File: config.mk
export PLATFORM = sky130hd
export DESIGN_NAME = fd_skid_reg
export DESIGN_NICKNAME = d
export VERILOG_FILES = /design/src/rtl/fd_skid_reg_pkg.sv /design/src/rtl/fd_entry.sv /design/src/rtl/fd_skid_reg.sv
export SDC_FILE = /design/constraint.sdc
export NUM_CORES = 1
export LEC_CHECK = 0
export CAP_MARGIN = 10
export CORE_MARGIN = 8
export CORE_UTILIZATION = 50
export DETAILED_ROUTE_END_ITERATION = 8
export GPL_TIMING_DRIVEN = 1
export PLACE_DENSITY = 0.82
export SYNTH_ARGS = -nofsm -noshare
export SYNTH_HDL_FRONTEND = slang
export SYNTH_SLANG_ARGS = --single-unit
File: constraint.sdc
create_clock -name clk -period 5.7 [get_ports clk]
set_input_delay 0.855 -clock clk [delete_from_list [all_inputs] [get_ports clk]]
set_output_delay 0.855 -clock clk [all_outputs]
set_load 0.02 [all_outputs]
File: src/rtl/fd_skid_reg_pkg.sv
// ---------------------------------------------------------------
// fd_skid_reg_pkg : shared constants for the F/D skid register
// Rev 1.0 ; FD_FETCH_EXC_EN adds the per-entry exception flag
// ---------------------------------------------------------------
`default_nettype none

package fd_skid_reg_pkg;

  localparam logic [1:0]  FD_EMPTY = 2'd0;
  localparam logic [1:0]  FD_ONE   = 2'd1;
  localparam logic [1:0]  FD_FULL  = 2'd2;

  localparam logic [4:0]  EXC_ADEL = 5'd4;
  localparam logic [31:0] NOP      = 32'h0;

  localparam logic [31:0] DEFAULT_RESET_PC = 32'h0000_3000;

`ifdef FD_FETCH_EXC_EN
  localparam int ENTRY_W = 65;  // {exc, pc, instr}
`else
  localparam int ENTRY_W = 64;  // {pc, instr}
`endif

endpackage

`default_nettype wire

File: src/rtl/fd_entry.sv
// ---------------------------------------------------------------
// fd_entry : enable-loaded entry register, async active-low clear
// Rev 1.0
// ---------------------------------------------------------------
`default_nettype none

module fd_entry #(
  parameter int W = 64
) (
  input  logic         clk,
  input  logic         reset,
  input  logic         load,
  input  logic [W-1:0] d,
  output logic [W-1:0] q
);

  always_ff @(posedge clk or negedge reset) begin
    if (!reset) begin
      q <= '0;
    end else if (load) begin
      q <= d;
    end
  end

endmodule

`default_nettype wire

File: src/rtl/fd_skid_reg.sv
// ---------------------------------------------------------------
// fd_skid_reg : 2-entry F/D skid buffer with flush.
// Rev 1.0 ; optional macro FD_FETCH_EXC_EN (fetch address exception)
// ---------------------------------------------------------------
`default_nettype none

module fd_skid_reg
  import fd_skid_reg_pkg::*;
#(
  parameter logic [31:0] RESET_PC   = DEFAULT_RESET_PC
`ifdef FD_FETCH_EXC_EN
  ,
  parameter logic [31:0] IMEM_BASE  = 32'h0000_3000,
  parameter int          IMEM_WORDS = 4096
`endif
) (
  input  logic        clk,
  input  logic        reset,
  input  logic        f_valid,
  input  logic [31:0] f_pc,
  input  logic [31:0] f_instr,
  output logic        f_ready,
  input  logic        flush,
  output logic        d_valid,
  output logic [31:0] d_pc,
  output logic [31:0] d_pc8,
  output logic [31:0] d_instr,
`ifdef FD_FETCH_EXC_EN
  output logic [4:0]  d_exc_code,
`endif
  input  logic        d_ready
);

  logic [1:0]         state;
  logic [1:0]         state_nxt;
  logic               push;
  logic               pop;
  logic               main_ld;
  logic               skid_ld;
  logic               main_from_skid;
  logic [ENTRY_W-1:0] entry_in;
  logic [ENTRY_W-1:0] main_in;
  logic [ENTRY_W-1:0] main_q;
  logic [ENTRY_W-1:0] skid_q;

  // f_ready decodes the state flop only, so decode stalls never reach the PC enable
  assign f_ready = (state != FD_FULL);
  assign d_valid = (state != FD_EMPTY);
  assign push    = f_valid & f_ready;
  assign pop     = d_valid & d_ready;

`ifdef FD_FETCH_EXC_EN
  logic [32:0] imem_limit;
  logic        f_exc;

  assign imem_limit = {1'b0, IMEM_BASE} + 33'(4 * IMEM_WORDS);
  assign f_exc      = (f_pc[1:0] != 2'b00) | (f_pc < IMEM_BASE) |
                      ({1'b0, f_pc} >= imem_limit);
  assign entry_in   = {f_exc, f_pc, f_instr};
`else
  assign entry_in   = {f_pc, f_instr};
`endif

  always_comb begin
    state_nxt      = state;
    main_ld        = 1'b0;
    skid_ld        = 1'b0;
    main_from_skid = 1'b0;
    if (flush) begin
      state_nxt = FD_EMPTY;
    end else begin
      case (state)
        FD_EMPTY: begin
          if (push) begin
            state_nxt = FD_ONE;
            main_ld   = 1'b1;
          end
        end
        FD_ONE: begin
          if (push && pop) begin
            main_ld = 1'b1;
          end else if (push) begin
            state_nxt = FD_FULL;
            skid_ld   = 1'b1;
          end else if (pop) begin
            state_nxt = FD_EMPTY;
          end
        end
        FD_FULL: begin
          if (pop) begin
            state_nxt      = FD_ONE;
            main_ld        = 1'b1;
            main_from_skid = 1'b1;
          end
        end
        default: state_nxt = FD_EMPTY;
      endcase
    end
  end

  always_ff @(posedge clk or negedge reset) begin
    if (!reset) begin
      state <= FD_EMPTY;
    end else begin
      state <= state_nxt;
    end
  end

  assign main_in = main_from_skid ? skid_q : entry_in;

  fd_entry #(.W(ENTRY_W)) u_main (
    .clk   (clk),
    .reset (reset),
    .load  (main_ld),
    .d     (main_in),
    .q     (main_q)
  );

  fd_entry #(.W(ENTRY_W)) u_skid (
    .clk   (clk),
    .reset (reset),
    .load  (skid_ld),
    .d     (entry_in),
    .q     (skid_q)
  );

  // An empty stage presents RESET_PC and a nop regardless of stale entry contents
  assign d_pc  = d_valid ? main_q[63:32] : RESET_PC;
  assign d_pc8 = d_pc + 32'd8;

`ifdef FD_FETCH_EXC_EN
  assign d_instr    = (d_valid && !main_q[64]) ? main_q[31:0] : NOP;
  assign d_exc_code = (d_valid &&  main_q[64]) ? EXC_ADEL : 5'd0;
`else
  assign d_instr    = d_valid ? main_q[31:0] : NOP;
`endif

endmodule

`default_nettype wire

==> metrics.txt, run 1 <==
input/output buffers 166; Tmin final 4.64 ns; Clock Sinks 130; hold crit path type input port to asynchronous set/reset pin; initial antenna violation count 1; register area share after synthesis 0.446; drc violations 0; clock power share 0.359; max_cap viols 0; Peak VDD IR between 0.2 and 0.25 mV; Yosys top cell area share 0.446; Rows between 40 and 50; crit-path max FO 38; post-synth top area cell dfrtp_1; clock transition at the registers of the reported paths approximately 0.06 ns; arrival time worst endpoint 3.79 ns; crit start category register; Slew Viols, Final 0; Seq pwr share 0.396; GRT Residual Overflow 0; Post-Synth Simple-Gate Area 0.105; Post-Synth XOR/XNOR Area 0.0300; complex-gate fraction of the synthesized area 0.0106; CTS tree done; Synth Instances 535; cell with the most instances after synthesis dfrtp_1; Die H 137 um; # IOs 167; mux contribution to synthesized area 0.356; Ys Warns 0; M2 GR Usage 0.317; Cells after DPL 856; FF+latch count, synth 130; Sum Neg Setup Slack 0 ns; unrepaired setup endpoints after global routing false; CTS root buf clkbuf_16; Comb pwr share 0.245; Synth area leaders dfrtp_1 (45%), mux2_4 (23%), mux2_2 (11%); status finished clean; clk_lat worst skew 0.41 ns; Core ar. 14400 sq um; largest net degree at the start of global routing 71; Distinct cells, synth 41; met3 GRT Util 0.0576; Filler Cells Inserted 1000; Bufs on Longest Clock Path 2; grt met1 use 0.210; reg2reg end u_main.q[33]; r2r startpoint state[0]; Reg2Reg Depth 5; FMAX 215 MHz; WP data required 4.85 ns; total wire length 16.6 mm; most instantiated cells after synthesis dfrtp_1 (130), mux2_4 (114), mux2_2 (72); Final nets 761; internal power 2.41 mW; Cell Count, Final, Fillers Out 888; critical path class register to output port; Adder-Cell Fraction of Synth Area 0.00172; GP Congestion ~0.85; number of synthesized flops with an enable pin 0; Hold Violations, Final 0; vias per std cell 5.27; ANT cells 0; post-route core utilization 0.667; Worst Tran Pin Value 0.972 ns; PD cells 342 nW/um^2; Routed Antenna Nets 0; Top Usage Layer GRT met2; Die Wd 137 um; crit share post-route 0.814; post-route cell area 9580 sq um; drt first-iter violations 211; hold_buf cts 0; die area 18700 sq um; synthesized area 7290 sq um; Syn Area/Cell 13.6 sq um; area delta synth->final 31.5%; CTS resizes 0; post-synth net total 605; sw power 866 uW; share of cells above drive strength 1 0.337; vias 4676; DR WL/cell 18.7 um; HPWL Detailed approximately 12 mm; Final setup violation count 0; Setup Fix Bufs, Post-CTS 0; largest family of logic cells by synthesized area multiplexers; cts bufs inserted 17; switching share of power 0.264; Lkg Pwr between 4 and 5 nW; Area after DPL 8940 sq um; Slew headroom 0.351; initial core utilization 0.507; H-Tree Depth 4; DR pass1 iterations 4; Crit. End Element output port; clk_skew ~0.0044 ns; total track usage 0.184; hold_ws 0.420 ns; Post-synth top flop dfrtp_1; first-pass GRT wire length 26.7 mm; asr flop ratio synth 1.00; flop2flop setup slack 2.93 ns; vias in the first global route between 5000 and 6000
## layout by cell type, fill, tap and decap left out, types with 2 or more instances in the layout
| cell type | netlist | routed |
|---|---|---|
| nand3_1 | 10 | 10 |
| clkinvlp_4 | 0 | 2 |
| clkbuf_8 | 0 | 5 |
| xnor2_1 | 13 | 13 |
| clkbuf_16 | 0 | 17 |
| xor2_1 | 12 | 12 |
| nand4_1 | 11 | 11 |
| mux2i_1 | 7 | 7 |
| bufinv_16 | 0 | 4 |
| and3_1 | 3 | 3 |
| dfrtp_1 | 130 | 130 |
| nor2_1 | 17 | 17 |
| inv_1 | 10 | 10 |
| o21ai_0 | 4 | 4 |
| buf_4 | 4 | 5 |
| clkinv_2 | 0 | 3 |
| nand2_1 | 13 | 13 |
| and2_1 | 53 | 53 |
| a21oi_1 | 3 | 3 |
| mux2_4 | 114 | 114 |
| clkdlybuf4s50_1 | 0 | 165 |
| and4_1 | 4 | 4 |
| nand2b_1 | 2 | 2 |
| mux2_2 | 72 | 72 |
| nor3_1 | 4 | 4 |
## worst max-delay path, cell delays in order (launching register included)
cell and delay (ns):
dfrtp_1 0.58, nor2_4 0.14, inv_2 0.30, buf_4 0.39
nand2_1 0.12, inv_1 0.09, ha_1 0.17, and3_1 0.30
and4_1 0.37, nand4_1 0.14, xnor2_1 0.15, clkdlybuf4s50_1 0.62
## per-layer routing
layer,share of wire,vias up
li1,-,2172
met4,0.015,2
met1,0.41,2344
met3,0.072,22
met5,0.00072,-
met2,0.51,136
## final cells by class
type | instances | area, sq um | area share
Clock buffer | 23 | 498 | 0.0520
Multi-Input combinational cell | 359 | 3690 | 0.385
Tap cell | 184 | 230 | 0.0240
Clock inverter | 9 | 150 | 0.0157
Sequential cell | 130 | 3250 | 0.339
Timing Repair Buffer | 172 | 1720 | 0.180
Inverter | 11 | 41.3 | 0.00431
## metrics by stage
step	power [mW]	setup slack (ns)
floorplan	1.79	1.96
CTS	3.31	1.01
global placement	2.08	1.54
finish	3.28	1.06
detailed placement	2.12	1.46
global route	3.43	0.701
## logic make-up after synthesis
| logic type | count (synthesis) |
|---|---|
| DFF | 130 |
| muxes | 193 |
| AOI/OAI and AO/OA | 12 |
| and+or+nand+nor | 128 |
| buffers and inverters | 46 |
| adders and majority gates | 1 |
| xor gates and xnor gates | 25 |
## worst max path at each step
| stage | slack (ns) | depth (start not counted) | endpoint | startpoint |
|---|---|---|---|---|
| 2_1_floorplan | 1.96 | 14 | d_pc8[23] | state[0] |
| 3_3_place_gp | 1.54 | 11 | d_pc8[31] | state[0] |
| 3_5_place_dp | 1.46 | 11 | d_pc8[23] | state[0] |
| 4_1_cts | 1.01 | 11 | d_pc8[23] | state[0] |
| 5_1_grt | 0.70 | 11 | d_pc8[31] | state[0] |
| 6_report | 1.06 | 11 | d_pc8[23] | state[0] |
## flip-flops by register name (all words and copies together), names as in the netlist
register  count
u_main.q     64
state         2
u_skid.q     64
## power by group through the flow
stage / Combinational [mW] / Sequential, mW / Clock [mW]
after floorplan: 0.537 / 1.25 / 0
after global placement: 0.790 / 1.29 / 0
after detailed placement: 0.813 / 1.30 / 0
after CTS: 0.817 / 1.29 / 1.20
after global routing: 0.860 / 1.32 / 1.24
final: 0.804 / 1.30 / 1.18
Power figures use the tool's default switching activity.
==> inputs of run 2 (changes only) <==
--- a/config.mk
+++ b/config.mk
@@ -7,10 +7,10 @@
 export LEC_CHECK = 0
 export CAP_MARGIN = 10
 export CORE_MARGIN = 8
-export CORE_UTILIZATION = 50
+export CORE_UTILIZATION = 46
 export DETAILED_ROUTE_END_ITERATION = 8
 export GPL_TIMING_DRIVEN = 1
-export PLACE_DENSITY = 0.82
+export PLACE_DENSITY = 0.79
 export SYNTH_ARGS = -nofsm -noshare
 export SYNTH_HDL_FRONTEND = slang
 export SYNTH_SLANG_ARGS = --single-unit
==> constraint.sdc (replaced) <==
create_clock -name clk -period 3.75 [get_ports clk]
set_input_delay 0.5625 -clock clk [delete_from_list [all_inputs] [get_ports clk]]
set_output_delay 0.5625 -clock clk [all_outputs]
set_load 0.02 [all_outputs]
==> run 2 against run 1 <==
Largest power group unchanged. Routed wire length grew 1.8%. Clock-buffer cell count shrank 4. Design area grew 0.93%. Clock power grew 54%. Die area grew 7.7%. Largest cell class unchanged. Clock skew shrank 0.00086 ns.
==> metrics.txt, run 2 (synthesized netlist as in run 1, its figures left out) <==
Largest regs u_main.q x64, u_skid.q x64, state x2; Seq pwr share 0.391 (-0.005); ANT cells 0 (unchanged); reg2reg end u_main.q[33]; WP data required 3.19 ns (-1.66 ns); Slew headroom 0.369 (+0.0173); Final nets 766 (+0.66%); cts bufs inserted 17 (unchanged); # IOs 167 (unchanged); share of cells above drive strength 1 0.343 (+0.00609); Rows 46 (+4.5%); r2r startpoint state[0]; vias 4707 (+0.66%); CP max stage delay 0.63 ns (about the same); FMAX around 290 MHz; worst setup path end d_pc8[23]; clock transition at the registers of the reported paths 0.06 ns (about the same); crit start category register; commonest non-fill, non-tap cell in the layout clkdlybuf4s50_1; post-route core utilization 0.616 (-0.0514); Bufs on Longest Clock Path 2 (unchanged); first-pass GRT wire length 27.3 mm (+2.4%); hold crit path type input port to asynchronous set/reset pin; Setup crit start state[1]; max_cap viols 0 (unchanged); DR pass1 iterations 7 (+3); Filler Cells Inserted 1203 (+20%); Tmin final about 3.4 ns; Setup Fix Bufs, Post-CTS 0 (unchanged); sw power 1.34 mW (+54%); top sig layer met4; Die Wd 142 um (+3.8%); area delta synth->final 32.7%; Slew Viols, Final 0 (unchanged); met2 wire len 8.63 mm (+2.5%); Peak VDD IR 0.335 mV (+61%); crit share post-route 0.908; Core ar. 15700 sq um (+9.4%); CP max-delay cell clkdlybuf4s50_1; internal power 3.69 mW (+53%); post-route cell area 9670 sq um (+0.93%); DRT met1 WL 6.69 mm (-1.2%); PD cells 519 nW/um^2 (+52%); Die H 142 um (+3.8%); initial antenna violation count 0 (-1); switching share of power 0.266 (+0.00181); drt first-iter violations 203 (-3.8%); GRT Residual Overflow 0 (unchanged); clock power share 0.363 (+0.004); crit-path max FO 6 (-84%); flop2flop setup slack 1.49 ns (-1.44 ns); vias in the first global route 5306 (+3.2%); arrival time worst endpoint 2.84 ns (-0.95 ns); total track usage 0.173 (-0.0105); Sum Neg Setup Slack 0 ns (unchanged); largest net degree at the start of global routing 105 (+48%); vias per std cell 5.09 (-3.4%); commonest non-fill, non-tap cells in the layout clkdlybuf4s50_1 (165), dfrtp_1 (130), mux2_4 (114); critical path class register to output port; HPWL Detailed 12.0 mm (-0.23%); die area 20100 sq um (+7.7%); clk_skew 0.00355 ns (-0.000862 ns); CTS tree done; Crit. End Element output port; total power 5.02 mW (+53%); Lkg Pwr 4.31 nW (+0.65%); clk_lat worst skew 0.41 ns (about the same); initial core utilization 0.464 (-0.0434); Hold Violations, Final 0 (unchanged); drc violations 0 (unchanged); hold_buf cts 0 (unchanged); crit path cell chain nor2_4 -> inv_2 -> nand2_1 -> inv_1 -> ha_1 -> and3_1 -> and4_1 -> nand4_1 -> xnor2_1 -> clkdlybuf4s50_1; Routed Antenna Nets 0 (unchanged); H-Tree Depth 4 (unchanged); GP Congestion 0.767 (-10%); Area after DPL 9010 sq um (+0.87%); met3 wire len 1.28 mm (+7.7%); CTS resizes 0 (unchanged); Final setup violation count 0 (unchanged); unrepaired setup endpoints after global routing false; Reg2Reg Depth 6 (+1); status finished clean; CTS root buf clkbuf_16; Comb pwr share 0.246 (about the same); total wire length 16.9 mm (+1.8%); Clock Sinks 130 (unchanged); input/output buffers 166 (unchanged); DR WL/cell 18.3 um (-2.3%); Worst Tran Pin Value 0.947 ns (-0.0248 ns)
run 2: through the flow:
stage / instances / setup WS (ns) / hold WS (ns)
after floorplan: 535 / 0.300 / 0.267
after global placement: 893 / 0.854 / 0.482
after detailed placement: 893 / 0.776 / 0.485
after CTS: 925 / 0.323 / 0.312
after global routing: 925 / 0.141 / 0.335
final: 925 / 0.344 / 0.266
run 2: area by class of cell:
type	count	area (sq um)	share of cell area
inverters	11	41.3	0.00427
repair buffers	177	1760	0.182
clock buffers	19	453	0.0468
multi-input cells	359	3690	0.382
clock inverters	13	206	0.0213
flip-flops and latches	130	3250	0.336
well taps	216	270	0.0279
run 2: power by group through the flow:
stage                     Sequential (mW)  Clock [mW]  Combinational (mW)
after global placement               1.95           0                1.21
after floorplan                      1.90           0               0.816
after global routing                 2.01        1.93                1.32
after detailed placement             1.98           0                1.25
after CTS                            1.96        1.86                1.25
final                                1.96        1.82                1.24
run 2: critical path, delay by kind of cell, from the launching register on:
kind | cells | cell delay, ns
xor gates and xnor gates | 1 | 0.16
adders and majority gates | 1 | 0.19
buffers and inverters | 3 | 0.79
DFF | 1 | 0.39
and+or+nand+nor | 5 | 0.90
run 2: worst min path at each step:
stage               depth (start not counted)      endpoint    startpoint  slack [ns]
CTS                                         1  u_skid.q[19]         reset        0.31
finish                                      1  u_skid.q[19]         reset        0.27
floorplan                                   0      state[0]         reset        0.27
global route                                1  u_skid.q[22]         reset        0.33
detailed placement                          1  u_main.q[11]  u_main.q[11]        0.49
global placement                            1  u_main.q[31]  u_main.q[31]        0.48
run 2: routing by layer:
metal,GRT usage,vias to the layer above
met2,0.305,150
met1,0.187,2347
met3,0.0612,23
met4,0.0695,0
met5,0,-
li1,-,2187
==> inputs of run 3 (changes only) <==
--- a/config.mk
+++ b/config.mk
@@ -8,6 +8,7 @@
 export CAP_MARGIN = 10
 export CORE_MARGIN = 8
 export CORE_UTILIZATION = 46
+export CTS_BUF_LIST = sky130_fd_sc_hd__clkbuf_8 sky130_fd_sc_hd__clkbuf_16
 export DETAILED_ROUTE_END_ITERATION = 8
 export GPL_TIMING_DRIVEN = 1
 export PLACE_DENSITY = 0.79
==> results of run 3 <==
Final layout, timing and power as in run 2 (identical DEF).
==> RTL edit: new RTL, config.mk and constraints of run 3 <==
The option `FD_FETCH_EXC_EN` is turned on by a define.
--- a/src/rtl/fd_skid_reg_pkg.sv
+++ b/src/rtl/fd_skid_reg_pkg.sv
@@ -3,6 +3,8 @@
 // Rev 1.0 ; FD_FETCH_EXC_EN adds the per-entry exception flag
 // ---------------------------------------------------------------
 `default_nettype none
+
+`define FD_FETCH_EXC_EN
 
 package fd_skid_reg_pkg;
 
Function (old outputs only; new: d_exc_code): changed (a bounded check fails within 4 cycles, from zero or initial values and one cycle with reset low).
==> RTL edit against run 3 <==
  * Fmax fell by 3.4%
  * Synthesized area fell by 4.8%
  * Register-to-register slack got worse by 240 ps
  * Combinational power fell by 13%
  * Power fell by 8.7%
  * Worst setup slack got worse by 120 ps
  * Largest power group unchanged
  * Sequential cell count rose by 2
  * Wire length rose by 1.4%
  * Via count rose by 3.5%
  * Design area fell by 3.4%
  * Critical endpoint is now d_pc8[25]
  * Synthesized cell count rose by 3.9%
==> RTL edit: results (changes against run 3) <==
Worst setup path
  • Origin of the critical flop-to-flop path: state[0]$_DFFE_PN0P_
  • Start point of the critical path: state[1]$_DFFE_PN0P_
  • Arrival time of the worst setup path: 2960 ps (+120 ps)
  • R2R Path End: u_main.q[58]$_DFFE_PN0P_
  • Flop-to-flop setup slack: 1250 ps (-240 ps)
  • Crit Path Max Fanout: 9 (+3)
  • CP peak stage delay: 620 ps

Global routing
  • Initial antenna violation count: 1 (+1)
  • First-pass GRT wire length: 28,300 um (+3.5%)
  • Largest net degree at the start of global routing: 117 (+11%)
  • Global-route usage over all layers: 0.183 (+0.00925)
  • Vias in the first global route: 5,398 (+1.7%)

Clocking
  • Num CTS Buffers: 17 (unchanged)
  • CTS H-tree depth: 4 (unchanged)
  • CTS root buffer: clkbuf_16
  • Clk_lat worst skew: 420 ps

Placed design
  • Cells after DPL: 884 (-1.0%)
  • Pre-CTS WS: 383 ps (-393 ps)
  • Gp weighted congestion: 0.827 (+7.8%)
  • Area after DPL: 8750 um2 (-2.9%)
  • DP HPWL: 12,300 um (+2.3%)
  • Port buffer count: 167 (+0.60%)

STA
  • WHS: 248 ps (-18.2 ps)
  • Max frequency: 284 MHz (-3.4%)
  • Pin slew with the least headroom to its limit: 1090 ps (+143 ps)
  • Worst Clk Skew: 12.5 ps (+8.99 ps)

Yosys
  • Sequential share of the synthesized area: 0.476 (+0.0298)
  • Synth cell types: 45 (+9.8%)
  • Synth Area in XOR/XNOR: 0.0341 (+0.00404)
  • Synthesized area per cell: 12.5 um2 (-8.4%)
  • Post-synth top cells: 175 x mux2_2, 132 x dfrtp_1, 63 x and2_1, 19 x xor2_1, 15 x mux2_1
  • Post-synthesis mux area share: 0.313 (-0.0430)
  • Post-synthesis async set-or-reset flop share: 1.00 (unchanged)
  • Synth area leaders: dfrtp_1 48%, mux2_2 28%, and2_1 5.7%, mux2_1 2.4%, xor2_1 2.4%
  • Compound-gate portion of the synthesized area: 0.0141 (+0.00342)
  • Adder-Cell Fraction of Synth Area: 0.00180 (+0.0000867)

Pwr
  • VDD IR-drop max: 0.383 mV (+14%)
  • Pleak: 3.93 nW (-8.8%)

Detailed routing
  • Final wirelength: 17,200 um (+1.4%)
  • Wire per inst: 18.7 um (+2.1%)
  • Via/cell ratio: 5.31 (+4.3%)
  • Initial DRC count: 224 (+10%)
  • DR pass1 iterations: 4 (-3)

Finish
  • Fillcell total: 1,165 (-3.2%)
  • Fraction of layout instances using a drive strength above 1: 0.319 (-0.0236)
  • Top Registers: u_main.q x65, u_skid.q x65, state x2
  • Nets: 789 (+3.0%)
  • Seq. cell area: 3310 um2 (+1.6%)

Hold path
  • HP Class: primary input to async pin

Run status
  • Status: completed
-- RTL edit: cell types whose count changed after synthesis, moves of 4 or more --
cell             run 3  this run
mux2_2              72       175
buf_6                9         1
nor4_1               0         6
mux2i_1              7         3
mux2_1               0        15
mux2_4             114         0
xnor2_1             13         8
buf_4                4        12
nor2_1              17        13
buf_12               6         0
inv_1               10         4
and2_1              53        63
xor2_1              12        19
clkbuf_1             6        12
-- RTL edit: report_power, final --
group          switching (W)  total (W)  internal [W]
logic               0.000470    0.00108      0.000609
registers           0.000210    0.00198       0.00177
clock network       0.000576    0.00153      0.000950
total                0.00126    0.00458       0.00333
-- RTL edit: repair_timing --
action / in CTS / in global routing
setup endpoints to repair: 7 / 6
endpoints found under the hold margin: 0 / 0
setup buffers: 0 / 4
gates resized for setup: 3 / 4
-- RTL edit: worst max path at each step --
stage	endpoint	depth (start not counted)
5_1_grt	d_pc8[25]	9
6_report	d_pc8[25]	9
3_3_place_gp	d_pc8[27]	9
4_1_cts	d_pc8[31]	9
3_5_place_dp	d_pc8[27]	9
2_1_floorplan	d_pc8[27]	11
-- RTL edit: layer usage --
metal	track usage	wire (um)
met1	0.214	7330
met2	0.294	8110
met3	0.0830	1440
met4	0.0589	283
met5	0	13
-- RTL edit: cell type report --
cell class	instances	area share
Clock buffer	24	0.0558
Clock inverter	6	0.00308
Inverter	5	0.00201
Multi-Input combinational cell	382	0.368
Sequential cell	132	0.354
Tap cell	188	0.0252
Timing Repair Buffer	181	0.193
-- RTL edit: kinds of logic (layout without fill, tap and decap cells) --
family                     count (synthesis)  count (layout)
muxes                                    193             193
AOI/OAI and AO/OA                         13              13
buffers and inverters                     45             216
xor gates and xnor gates                  27              27
adders and majority gates                  1               1
other                                      1               4
and+or+nand+nor                          144             144
DFF                                      132             132
